File: config.mk
export PLATFORM = sky130hd
export DESIGN_NAME = fetch_unit
export DESIGN_NICKNAME = d
export VERILOG_FILES = /design/src/rtl/fetch_pkg.sv /design/src/rtl/fetch_fifo.sv /design/src/rtl/fetch_unit.sv
export SDC_FILE = /design/constraint.sdc
export NUM_CORES = 1
export LEC_CHECK = 0
export BUFFER_PORTS_ARGS = -buffer_cell sky130_fd_sc_hd__buf_2
export CAP_MARGIN = 25
export CORE_AREA = 10 10 169 132
export DETAILED_ROUTE_END_ITERATION = 6
export DIE_AREA = 0 0 179 142
export PLACE_DENSITY = 0.72
export SETUP_SLACK_MARGIN = 0.4
export SYNTH_ARGS = -nofsm -noshare
export SYNTH_HDL_FRONTEND = slang
export SYNTH_HIERARCHICAL = 1
export SYNTH_SLANG_ARGS = --single-unit
File: constraint.sdc
create_clock -name clk -period 9.8 [get_ports clk]
set_clock_uncertainty 0.05 [all_clocks]
set_input_delay 1.96 -clock clk [delete_from_list [all_inputs] [get_ports clk]]
set_output_delay 1.96 -clock clk [all_outputs]
set_load 0.005 [all_outputs]
File: src/rtl/fetch_pkg.sv
// fetch_pkg: shared types and constants for the instruction fetch stage.
// Imported by fetch_fifo and fetch_unit.
package fetch_pkg;

  typedef struct packed {
    logic [31:0] pc;
    logic [31:0] inst;
  } fetch_entry_t;

  localparam logic [31:0] PC_STEP          = 32'd4;
  localparam logic [31:0] RESET_PC_DEFAULT = 32'h0000_0000;

endpackage

File: src/rtl/fetch_fifo.sv
// fetch_fifo: small circular buffer of {pc, inst} entries between
// instruction memory and decode, with a single-cycle flush.
import fetch_pkg::*;

module fetch_fifo #(
  parameter int DEPTH = 2
) (
  input  logic         clk,
  input  logic         nRst,
  input  logic         push,
  input  logic         pop,
  input  logic         flush,
  input  fetch_entry_t din,
  output logic         full,
  output logic         empty,
  output fetch_entry_t head
);

  localparam int PW = $clog2(DEPTH);
  localparam int CW = $clog2(DEPTH + 1);

  fetch_entry_t   mem [DEPTH];
  logic [PW-1:0]  rd_ptr;
  logic [PW-1:0]  wr_ptr;
  logic [CW-1:0]  count;

  assign full  = (count == CW'(DEPTH));
  assign empty = (count == '0);
  assign head  = mem[rd_ptr];

  // Pointers wrap naturally because DEPTH is a power of two.
  always_ff @(posedge clk) begin
    if (!nRst) begin
      for (int i = 0; i < DEPTH; i++) begin
        mem[i] <= '0;
      end
      rd_ptr <= '0;
      wr_ptr <= '0;
      count  <= '0;
    end else if (flush) begin
      rd_ptr <= '0;
      wr_ptr <= '0;
      count  <= '0;
    end else begin
      if (push) begin
        mem[wr_ptr] <= din;
        wr_ptr      <= wr_ptr + PW'(1);
      end
      if (pop) begin
        rd_ptr <= rd_ptr + PW'(1);
      end
      unique case ({push, pop})
        2'b10:   count <= count + CW'(1);
        2'b01:   count <= count - CW'(1);
        default: count <= count;
      endcase
    end
  end

endmodule

File: src/rtl/fetch_unit.sv
// fetch_unit: owns the PC, drives instruction memory, queues fetched
// words for decode and handles redirects from execute.
import fetch_pkg::*;

module fetch_unit #(
  parameter logic [31:0] RESET_PC = RESET_PC_DEFAULT,
  parameter int          DEPTH    = 2
) (
  input  logic        clk,
  input  logic        nRst,
  output logic [31:0] imem_addr,
  input  logic [31:0] imem_inst,
  input  logic        redirect_valid,
  input  logic [31:0] redirect_pc,
  output logic        out_valid,
  input  logic        out_ready,
  output logic [31:0] out_inst,
  output logic [31:0] out_pc,
  output logic [31:0] fetch_count
);

  logic [31:0]  pc;
  logic         full;
  logic         empty;
  logic         deq;
  logic         enq;
  fetch_entry_t din;
  fetch_entry_t head;
  logic         unused_redirect_lsb;

  assign unused_redirect_lsb = ^redirect_pc[1:0];

  assign imem_addr = pc;
  assign out_valid = !empty;
  assign out_inst  = head.inst;
  assign out_pc    = head.pc;

  // A pop frees a slot in the same cycle, so a full FIFO can still
  // accept the next word while decode drains it.
  assign deq = out_valid && out_ready;
  assign enq = (!full || deq) && !redirect_valid;

  assign din.pc   = pc;
  assign din.inst = imem_inst;

  fetch_fifo #(
    .DEPTH (DEPTH)
  ) u_fifo (
    .clk   (clk),
    .nRst  (nRst),
    .push  (enq),
    .pop   (deq),
    .flush (redirect_valid),
    .din   (din),
    .full  (full),
    .empty (empty),
    .head  (head)
  );

  always_ff @(posedge clk) begin
    if (!nRst) begin
      pc          <= RESET_PC;
      fetch_count <= '0;
    end else begin
      if (redirect_valid) begin
        pc <= {redirect_pc[31:2], 2'b00};
      end else if (enq) begin
        pc <= pc + PC_STEP;
      end
      if (deq) begin
        fetch_count <= fetch_count + 32'd1;
      end
    end
  end

endmodule

==> summary.log <==
[outcome] run status finished, final reports clean
[synth] most frequent cell after synthesis and3_1
[clock_tree] library cell used as clock root buffer clkbuf_16
[timing] worst relative slew slack 0.382
[final_layout] share of layout cells above drive strength 1 0.250
[route] Total Wirelength 24200 um
[clock_tree] hold bufs inserted after CTS 0
[synth] Avg Inst Size Synth 11.3 um^2
[synth] Post-synth top flop edfxtp_1
[setup_path] required time of the critical path 9.81 ns
[clock_tree] CTS tree done
[setup_path] largest fanout on the critical path 42
[synth] number of synthesized flops with an enable pin 128
[clock_tree] post-cts resize count 0
[worst_hold_path] Worst Hold Depth 2
[synth] fraction of registers with async set/reset 0
[clock_tree] total CTS buffers 17
[synth] cell count after synthesis 824
[timing] Period Utilization, post-route 0.439
[pwr] IR drop worst, VDD 0.0938 mV
[clock_tree] buffer levels on the longest clock path 2
[setup_path] Worst setup EP type flip-flop
[timing] actual slew at the worst max-slew pin 0.927 ns
[route] detailed-route DRC error count 0
[grt] GRT Residual Overflow 0
[grt] largest net degree at the start of global routing 95
[setup_path] Critical Path AT 4.31 ns
[setup_path] kind of critical path input port to flip-flop
[synth] Post-Syn Area 9290 um^2
[timing] total of endpoints with negative setup slack in the final report 0
[final_layout] final-stage net count 1060
[synth] Synthesis Warnings 6
[placed_design] count of port buffers added during placement 192
[route] Routed Antenna Nets 0
[synth] portion of synthesized cell area occupied by the leading cell type 0.414
[synth] sequential cell area fraction in the yosys report 0.558
[timing] Final Hold Vio Count 0
[pwr] P per Cell Area 162 nW/um^2
[route] Starting DRT DRC Count 455
[clock_tree] post-CTS setup buffers 0
[final_layout] fraction of the core area covered by cells at the end of the flow 0.582
[route] number of optimization iterations in the first detailed-route pass 5
[placed_design] post-detailed-placement half-perimeter wirelength 15900 um
[route] total via count after detailed routing 7229
[grt] first-pass GRT wire length 38100 um
[clock_tree] clock sink count 195
[die] chip width 179 um
[setup_path] most frequent cell on the critical path nand2b_1
[timing] f_max 0.232 GHz
[die] core region area 19000 um^2
[synth] most common library cells after synthesis and3_1 (143), edfxtp_1 (128), dfxtp_1 (67), mux2_1 (64), nand2_1 (38)
[setup_path] cells on worst reg2reg path 6
[final_layout] area added between synthesis and finish 19.0%
[grt] number of antenna violations at the first check in global routing 2
[synth] flip-flop and latch count after synthesis 195
[timing] Total Negative Setup Slacks 0 ns
[die] io pins 197
[die] die height 142 um
[synth] post-synth top area cell edfxtp_1
[timing] max-slew violation count 0
[setup_path] CP max stage delay 0.69 ns
[route] Vias/cell 5.75
[die] row cnt 44
[synth] largest cells by area after synthesis edfxtp_1 (41%), dfxtp_1 (14%), and3_1 (9.6%)
[setup_path] Critical Path Start Type input port
[placed_design] weighted congestion reported at the end of routability-driven placement 0.807
[setup_path] crit path cell chain buf_2, nand2b_1, a21oi_1, nand2b_1, o21ai_4, buf_4
[grt] vias in the first global route 7060
[clock_tree] later-pin clock latency in the skew report 0.43 ns
[worst_hold_path] min-delay worst type flip-flop to flip-flop
[timing] unrepaired setup endpoints after global routing false
[setup_path] critical path's slowest cell o21ai_4
[clock_tree] clock slew at reported path FFs 0.07 ns
[synth] count of unique library cells instantiated by Yosys 57
[die] overall die area 25400 um^2
[pwr] leakage power 4.90 nW
[route] average wire per standard cell 19.3 um
[timing] Final min period 4.30 ns
[clock_tree] CTS HTree Levels 4
[grt] global router's overall resource usage 0.188
[die] effective utilization at floorplan 0.489
[job] total of max-cap violations 0
## placed cells by master (no fill, tap or decap), types with 6 or more instances in the layout
cell type / Yosys / layout
buf_2: 22 / 192
and3_1: 143 / 143
edfxtp_1: 128 / 128
dfxtp_1: 67 / 66
mux2_1: 64 / 64
nand2_1: 38 / 38
o21ai_0: 32 / 32
nand3_1: 31 / 31
nand4_1: 25 / 25
nor2_1: 24 / 24
a21oi_1: 22 / 22
clkbuf_16: 0 / 17
nand2b_1: 15 / 15
o31ai_1: 14 / 14
xnor2_1: 13 / 13
nor4_1: 12 / 12
a31oi_1: 12 / 12
mux2i_1: 12 / 12
or4_1: 11 / 11
inv_1: 10 / 10
and4_1: 9 / 9
or3_1: 9 / 9
buf_4: 4 / 9
a211oi_1: 7 / 7
nor2b_1: 6 / 6
conb_1: 1 / 6
## sequential cells by signal, summed over array words and instances (netlist names), named ones only
name	flops
u_fifo/rd_ptr	1
u_fifo/mem	128
u_fifo/count	2
fetch_count	32
u_fifo/wr_ptr	1
imem_addr	30
## cell families (layout without fill, tap and decap cells)
logic type	count (synthesis)	in the layout	share of synthesized area
flip-flops	195	195	0.558
XOR/XNOR	18	18	0.0170
AO/OA/AOI/OAI	107	107	0.0729
multiplexers	76	76	0.0905
other	1	8	0.000404
adder cells (fa/ha/maj)	3	3	0.00404
AND/OR/NAND/NOR	350	350	0.222
buffers and inverters	74	247	0.0346
## final cells by class
class	instances	area, um^2
sequential	195	5190
clock inverter	15	170
clock buffer	17	425
inverter	12	45.0
fill	1617	7940
timing repair buffer	203	1080
antenna	2	5.00
multi-input combinational	560	3830
tap	253	317
## worst max-delay path, delay by kind of cell
kind,cells,cell delay [ns]
simple gates,2,0.50
compound gates,2,1.10
buf+inv,2,0.73
## per-stage QoR
| step | total power [mW] | worst slack, ns | cells | cell area [um^2] | hold WS, ns |
|---|---|---|---|---|---|
| 4_1_cts | 1.80 | 5.49 | 1253 | 11000 | 0.420 |
| 6_report | 1.79 | 5.50 | 1257 | 11100 | 0.418 |
| 2_1_floorplan | 1.04 | 3.69 | 829 | 9310 | 0.409 |
| 3_3_place_gp | 1.11 | 5.08 | 1220 | 10400 | 0.399 |
| 5_1_grt | 1.86 | 5.24 | 1257 | 11100 | 0.449 |
| 3_5_place_dp | 1.12 | 5.02 | 1221 | 10400 | 0.410 |
## report_power, final
group / switching, mW / internal [mW]
clock: 0.332 / 0.363
combinational: 0.0872 / 0.0632
sequential: 0.0323 / 0.914
## final timing paths
check | start | endpoint | slack (ns)
worst max-delay path | out_ready | u_fifo/mem[0][47] | 5.50
worst min-delay path | fetch_count[31] | fetch_count[31] | 0.42
worst max register to register | u_fifo/count[0] | u_fifo/mem[0][47] | 6.52
worst min register to register | fetch_count[31] | fetch_count[31] | 0.42
## layer usage
layer	wire length, um	track usage	share of wire
met2	11200	0.298	0.46
met4	330	0.0530	0.014
met5	0	0	0
met3	1570	0.0480	0.065
met1	11100	0.249	0.46
Note: power is estimated with default switching activity, not from simulation.
